[src/rtl/tt_um_gate_tester.sv]
// ---------------------------------------------------------------------------
// tt_um_gate_tester
// Stimulus/checker companion for a digital-gates tile. Sweeps the four (a,b)
// operand vectors out on uo_out[1:0], holds each for SETTLE_CYCLES, then
// compares the synchronised readback on uio_in with the expected truth table.
//
// Ports
//   clk      : rising-edge clock
//   rst_n    : asynchronous active-low reset
//   ui_in    : [0] start (rising edge), [1] loop mode, [2] abort, [7:3] unused
//   uo_out   : [0] a, [1] b, [2] busy, [3] done, [4] pass, [5] fail,
//              [7:6] index of first failing vector
//   uio_in   : gates readback [0]AND [1]OR [2]XOR [3]NAND [4]NOR [5]XNOR
//              [6]~a [7]~b
//   uio_out  : tied 0
//   uio_oe   : tied 0 (all uio pins are inputs)
//
// Optional feature macro: GATE_TESTER_LOOP_EN
//   When defined, a held ui_in[1] makes DONE restart a new sweep directly;
//   the failure record stays sticky across loops.
// ---------------------------------------------------------------------------
module tt_um_gate_tester #(
    parameter int SETTLE_CYCLES = 4
) (
    input  logic       clk,
    input  logic       rst_n,
    input  logic [7:0] ui_in,
    output logic [7:0] uo_out,
    input  logic [7:0] uio_in,
    output logic [7:0] uio_out,
    output logic [7:0] uio_oe
);

    typedef enum logic [2:0] {
        ST_IDLE   = 3'd0,
        ST_DRIVE  = 3'd1,
        ST_SETTLE = 3'd2,
        ST_SAMPLE = 3'd3,
        ST_DONE   = 3'd4
    } state_e;

    // Expected gate readback for vector v (a=v[0], b=v[1]).
    function automatic logic [7:0] expected_f(input logic [1:0] v);
        logic [7:0] e;
        case (v)
            2'd0:    e = 8'hF8;
            2'd1:    e = 8'h8E;
            2'd2:    e = 8'h4E;
            2'd3:    e = 8'h23;
            default: e = 8'h00;
        endcase
        return e;
    endfunction

    state_e     state_q;
    logic [1:0] start_sync_q;
    logic       start_prev_q;
    logic [1:0] abort_sync_q;
    logic [7:0] uio_sync1_q;
    logic [7:0] uio_sync2_q;
    logic [1:0] vec_q;
    logic [7:0] ctr_q;
    logic       fail_seen_q;
    logic [1:0] first_fail_q;
    logic       a_q;
    logic       b_q;
    logic       busy_q;
    logic       done_q;
    logic       pass_q;
    logic       fail_q;
    logic [1:0] ff_out_q;

    logic       start_s;
    logic       abort_s;
    logic       loop_s;
    logic       mismatch_s;
    logic       fail_now_s;
    logic [1:0] ff_next_s;
    logic       unused_s;

`ifdef GATE_TESTER_LOOP_EN
    logic [1:0] loop_sync_q;

    // Two-flop synchroniser for the loop-mode level.
    always_ff @(posedge clk or negedge rst_n) begin
        if (!rst_n) begin
            loop_sync_q <= 2'b00;
        end else begin
            loop_sync_q <= {loop_sync_q[0], ui_in[1]};
        end
    end

    assign loop_s   = loop_sync_q[1];
    assign unused_s = ^ui_in[7:3];
`else
    assign loop_s   = 1'b0;
    assign unused_s = ^{ui_in[7:3], ui_in[1]};
`endif

    // Two-flop synchronisers for start, abort and the gates readback.
    always_ff @(posedge clk or negedge rst_n) begin
        if (!rst_n) begin
            start_sync_q <= 2'b00;
            start_prev_q <= 1'b0;
            abort_sync_q <= 2'b00;
            uio_sync1_q  <= 8'h00;
            uio_sync2_q  <= 8'h00;
        end else begin
            start_sync_q <= {start_sync_q[0], ui_in[0]};
            start_prev_q <= start_sync_q[1];
            abort_sync_q <= {abort_sync_q[0], ui_in[2]};
            uio_sync1_q  <= uio_in;
            uio_sync2_q  <= uio_sync1_q;
        end
    end

    // Edge/level decode and the sample-time failure bookkeeping.
    always_comb begin
        start_s    = start_sync_q[1] & ~start_prev_q;
        abort_s    = abort_sync_q[1];
        mismatch_s = (uio_sync2_q != expected_f(vec_q));
        fail_now_s = fail_seen_q | mismatch_s;
        // An earlier failure keeps its index; otherwise this vector is first.
        if (fail_seen_q) begin
            ff_next_s = first_fail_q;
        end else begin
            ff_next_s = vec_q;
        end
    end

    // Sweep controller with registered status outputs.
    always_ff @(posedge clk or negedge rst_n) begin
        if (!rst_n) begin
            state_q      <= ST_IDLE;
            vec_q        <= 2'd0;
            ctr_q        <= 8'd0;
            fail_seen_q  <= 1'b0;
            first_fail_q <= 2'd0;
            a_q          <= 1'b0;
            b_q          <= 1'b0;
            busy_q       <= 1'b0;
            done_q       <= 1'b0;
            pass_q       <= 1'b0;
            fail_q       <= 1'b0;
            ff_out_q     <= 2'd0;
        end else if (abort_s) begin
            // Abort wins over everything, including a coincident start edge.
            state_q      <= ST_IDLE;
            vec_q        <= 2'd0;
            ctr_q        <= 8'd0;
            fail_seen_q  <= 1'b0;
            first_fail_q <= 2'd0;
            a_q          <= 1'b0;
            b_q          <= 1'b0;
            busy_q       <= 1'b0;
            done_q       <= 1'b0;
            pass_q       <= 1'b0;
            fail_q       <= 1'b0;
            ff_out_q     <= 2'd0;
        end else begin
            case (state_q)
                ST_IDLE: begin
                    if (start_s) begin
                        state_q      <= ST_DRIVE;
                        vec_q        <= 2'd0;
                        fail_seen_q  <= 1'b0;
                        first_fail_q <= 2'd0;
                        busy_q       <= 1'b1;
                        done_q       <= 1'b0;
                        pass_q       <= 1'b0;
                        fail_q       <= 1'b0;
                        ff_out_q     <= 2'd0;
                    end
                end
                ST_DRIVE: begin
                    a_q     <= vec_q[0];
                    b_q     <= vec_q[1];
                    ctr_q   <= 8'd0;
                    state_q <= ST_SETTLE;
                end
                ST_SETTLE: begin
                    if (ctr_q == 8'(SETTLE_CYCLES - 1)) begin
                        state_q <= ST_SAMPLE;
                    end else begin
                        ctr_q <= ctr_q + 8'd1;
                    end
                end
                ST_SAMPLE: begin
                    if (mismatch_s && !fail_seen_q) begin
                        fail_seen_q  <= 1'b1;
                        first_fail_q <= vec_q;
                    end
                    if (vec_q == 2'd3) begin
                        state_q  <= ST_DONE;
                        busy_q   <= 1'b0;
                        done_q   <= 1'b1;
                        pass_q   <= ~fail_now_s;
                        fail_q   <= fail_now_s;
                        ff_out_q <= fail_now_s ? ff_next_s : 2'd0;
                    end else begin
                        vec_q   <= vec_q + 2'd1;
                        state_q <= ST_DRIVE;
                    end
                end
                ST_DONE: begin
                    if (start_s) begin
                        state_q      <= ST_DRIVE;
                        vec_q        <= 2'd0;
                        fail_seen_q  <= 1'b0;
                        first_fail_q <= 2'd0;
                        busy_q       <= 1'b1;
                        done_q       <= 1'b0;
                        pass_q       <= 1'b0;
                        fail_q       <= 1'b0;
                        ff_out_q     <= 2'd0;
                    end else if (loop_s) begin
                        // Loop restart keeps the sticky failure record.
                        state_q  <= ST_DRIVE;
                        vec_q    <= 2'd0;
                        busy_q   <= 1'b1;
                        done_q   <= 1'b0;
                        pass_q   <= 1'b0;
                        fail_q   <= 1'b0;
                        ff_out_q <= 2'd0;
                    end
                end
                default: begin
                    state_q <= ST_IDLE;
                end
            endcase
        end
    end

    assign uo_out  = {ff_out_q, fail_q, pass_q, done_q, busy_q, b_q, a_q};
    assign uio_out = 8'h00;
    assign uio_oe  = 8'h00;

endmodule

[config.mk]
export PLATFORM = sky130hd
export DESIGN_NAME = tt_um_gate_tester
export DESIGN_NICKNAME = d
export VERILOG_FILES = /design/src/rtl/tt_um_gate_tester.sv
export SDC_FILE = /design/constraint.sdc
export NUM_CORES = 1
export LEC_CHECK = 0
export CAP_MARGIN = 20
export CORE_MARGIN = 2
export CORE_UTILIZATION = 61
export DETAILED_ROUTE_END_ITERATION = 12
export DONT_BUFFER_PORTS = 1
export PLACE_DENSITY = 0.77
export SETUP_SLACK_MARGIN = 0.15
export SLEW_MARGIN = 20
export SYNTH_ARGS = -nofsm -noshare
export SYNTH_HDL_FRONTEND = slang
export SYNTH_SLANG_ARGS = --single-unit
[constraint.sdc]
create_clock -name clk -period 5.32 [get_ports clk]
set_input_delay 1.064 -clock clk [delete_from_list [all_inputs] [get_ports clk]]
set_output_delay 1.064 -clock clk [all_outputs]
set_load 0.005 [all_outputs]
==> impl_metrics.toml <==
[global_route]
grt_max_degree = 46
grt_pass1_vias = 1326
gr-usage-all-layers_pct = 18.4
grt_first_pass_wirelength_mm = 5.68
grt_overflow = 0
antenna_found_initial = 0

[floorplan]
dieWidth_um = 63.3
dieArea_um2 = 4000
row_count = 21
fp.coreArea_um2 = 3360
die_y_um = 63.3
ioPinCount = 42
initial_core_util_pct = 63.7

[sta]
drv_slew = 0
finalSetupViolCount = 0
finalClockSkew_ns = 0.0109
worst_slew_pin_slew_ns = 0.582
rsz0062_at_grt = "no"
setup_tns_ns = 0
min_period_over_period_pct = 47.0
slew_headroom_pct = 61.2
fin_crit_ns = 2.50
setup_ws_ns = 2.82
fmaxAchievable_mhz = 400
hold_viol = 0

[yosys]
ys_ff_latch = 45
syn_avg_cell_area_um2 = 10.8
seq_area_frac_synth_pct = 52.6
synth_largest_area_cell = "dfrtp_1"
yosys.area.top_type_share_pct = 52.6
ys_types = 51
async_flop_share_pct = 100
synth_cells = 198
netlist_area_um2 = 2140
synth_area_leaders = "dfrtp_1 (53%), buf_4 (7.7%), ha_1 (3.5%), nand2_1 (3.5%), nor2_1 (2.6%)"
synth_edf_count = 0
netlist_top_cells_count = "dfrtp_1 (45), buf_4 (22), nand2_1 (20)"
yosys_warnings = 0
ys.flop_type = "dfrtp_1"
yosysMostFrequentCell = "dfrtp_1"

[clock_tree]
cts_setup_buffers = 0
cts_tree = "done"
post_cts_resized = 0
clock_sinks = 45
clk_latency_ns = 0.36
cts_hold_buf = 0
cts_buffers = 5
clk_path_buf_depth = 2
clk_pin_slew_ns = 0.14
htree_num_levels = 2
cts_root_buf = "clkbuf_4"

[run]
max-cap-violations = 0

[critical_path]
crit_chain = "inv_1 > ha_1 > or3b_1 > a211oi_1 > o221ai_1 > o21bai_2 > mux2_1"
reg2reg_slack_ns = 2.82
cp.required_ns = 5.58
crit_path_end_kind = "flip-flop"
crit_path_top_delay_cell = "dfrtp_1"
critPathLaunchType = "flip-flop"
reg2reg_from = "vec_q[0]"
reg2regPathDepth = 7
cp_slowest_stage_delay_ns = 0.49
r2r-end = "first_fail_q[1]"
worst_ep_arrival_time_ns = 2.76
worstPathMaxFanout = 6
crit_type = "reg2reg"

[cells_and_area]
layout.nets = 217
n_fill_cell = 270
syn_to_final_growth_pct = 0.584
layout-drive-gt1-share_pct = 9.28
antennaDiodeCount = 0
postLayoutCellArea_um2 = 2150

[placement]
place_area_um2 = 2070
place_congestion = 0.846
post-place-ws_ns = 2.83
hpwlAfterDp_mm = 2.28
portBuffers = 0

[pwr]
p_leak_nw = 0.973
p_per_area_nw_per_um2 = 311
ir_drop_uv = 230

[outcome]
status = "finished clean"

[route]
via_count = 1382
antenna_left = 0
drc_errors = 0
drtIter0Drc = 65
routed_wl_mm = 3.27
wl_per_cell_um = 13.6
viasPerCell = 5.76
first_pass_iters = 4

[worst_hold_path]
hold_class = "in2async"
==> critical path: cells and delay by family (launching register included) <==
family	cells	cell delay (ns)
flops	1	0.49
fa+ha+maj	1	0.34
buf+inv	1	0.14
compound gates	3	0.71
simple gates	1	0.38
mux	1	0.34
==> registers in the layout, indices dropped and copies added (netlist names), 2 cells and up <==
name and count:
uio_sync2_q 8, abort_sync_q 2, vec_q 2, state_q 3, start_sync_q 2, ff_out_q 2
ctr_q 8, uio_sync1_q 8, first_fail_q 2
==> layout make-up <==
type                    instances  area (um^2)  area share, %
flip-flops and latches         45         1130           52.3
well taps                      46         57.6           2.67
clock inverters                 3         47.5           2.21
inverters                       4         15.0          0.697
multi-input cells             137          871           40.4
clock buffers                   5         37.5           1.74
==> worst max path at each step <==
stage             start               to  slack, ns  depth (start not counted)
4_1_cts        vec_q[0]  first_fail_q[1]       2.80                          7
5_1_grt        vec_q[0]  first_fail_q[1]       2.69                          7
2_1_floorplan  vec_q[0]  first_fail_q[0]       3.09                          7
3_3_place_gp   vec_q[0]  first_fail_q[0]       2.86                          7
6_report       vec_q[0]  first_fail_q[1]       2.82                          7
3_5_place_dp   vec_q[0]  first_fail_q[1]       2.83                          7
==> kinds of logic after synthesis <==
family,synth area share [%]
and+or+nand+nor,15.9
other,0.175
buffers and inverters,9.40
DFF,52.6
adders and majority gates,3.50
xor gates and xnor gates,1.23
AOI/OAI and AO/OA,15.7
muxes,1.58
==> per-layer routing <==
metal  global-route usage (%)  routed length [um]  vias to the layer above
met5                        0                   0                        -
met4                     8.15                  53                        0
met3                     4.46                 245                        7
met2                     31.1                1530                       71
met1                     22.4                1440                      661
li1                         -                   -                      643
==> stage by stage <==
step	utilization (%)	hold slack [ns]	power [mW]	std cells
floorplan	-	0.331	0.461	213
global placement	61.5	0.332	0.455	232
detailed placement	61.5	0.337	0.459	232
CTS	64.1	0.360	0.674	240
global route	64.1	0.338	0.698	240
finish	64.1	0.365	0.670	240
==> report_power, final <==
group,leakage [nW],total (mW),switching [mW],internal (mW)
registers,0.576,0.383,0.0226,0.360
logic,0.351,0.0703,0.0405,0.0298
clock network,0.0462,0.217,0.115,0.102
total,0.973,0.670,0.178,0.492
==> placed cells by master (no fill, tap or decap), types with 2 or more instances in the layout <==
cell,synthesis,routed
nor2_1,15,15
nor3_1,3,3
nor2b_1,2,2
a22o_1,3,3
o31ai_1,3,3
o32ai_1,2,2
a31oi_1,2,2
a32oi_1,2,2
o21ai_0,4,4
ha_1,6,6
o41ai_1,2,2
mux2_1,2,2
a21o_1,2,2
clkbuf_4,0,5
a21oi_1,8,8
conb_1,1,16
xor2_1,2,2
o21bai_2,3,3
nand2_1,20,20
inv_6,0,2
and2_1,2,2
nand2b_1,3,3
o211ai_1,2,2
dfrtp_1,45,45
inv_1,4,4
o21ai_1,4,4
and3b_1,2,2
nand3_1,5,5
Power figures use the tool's default switching activity.
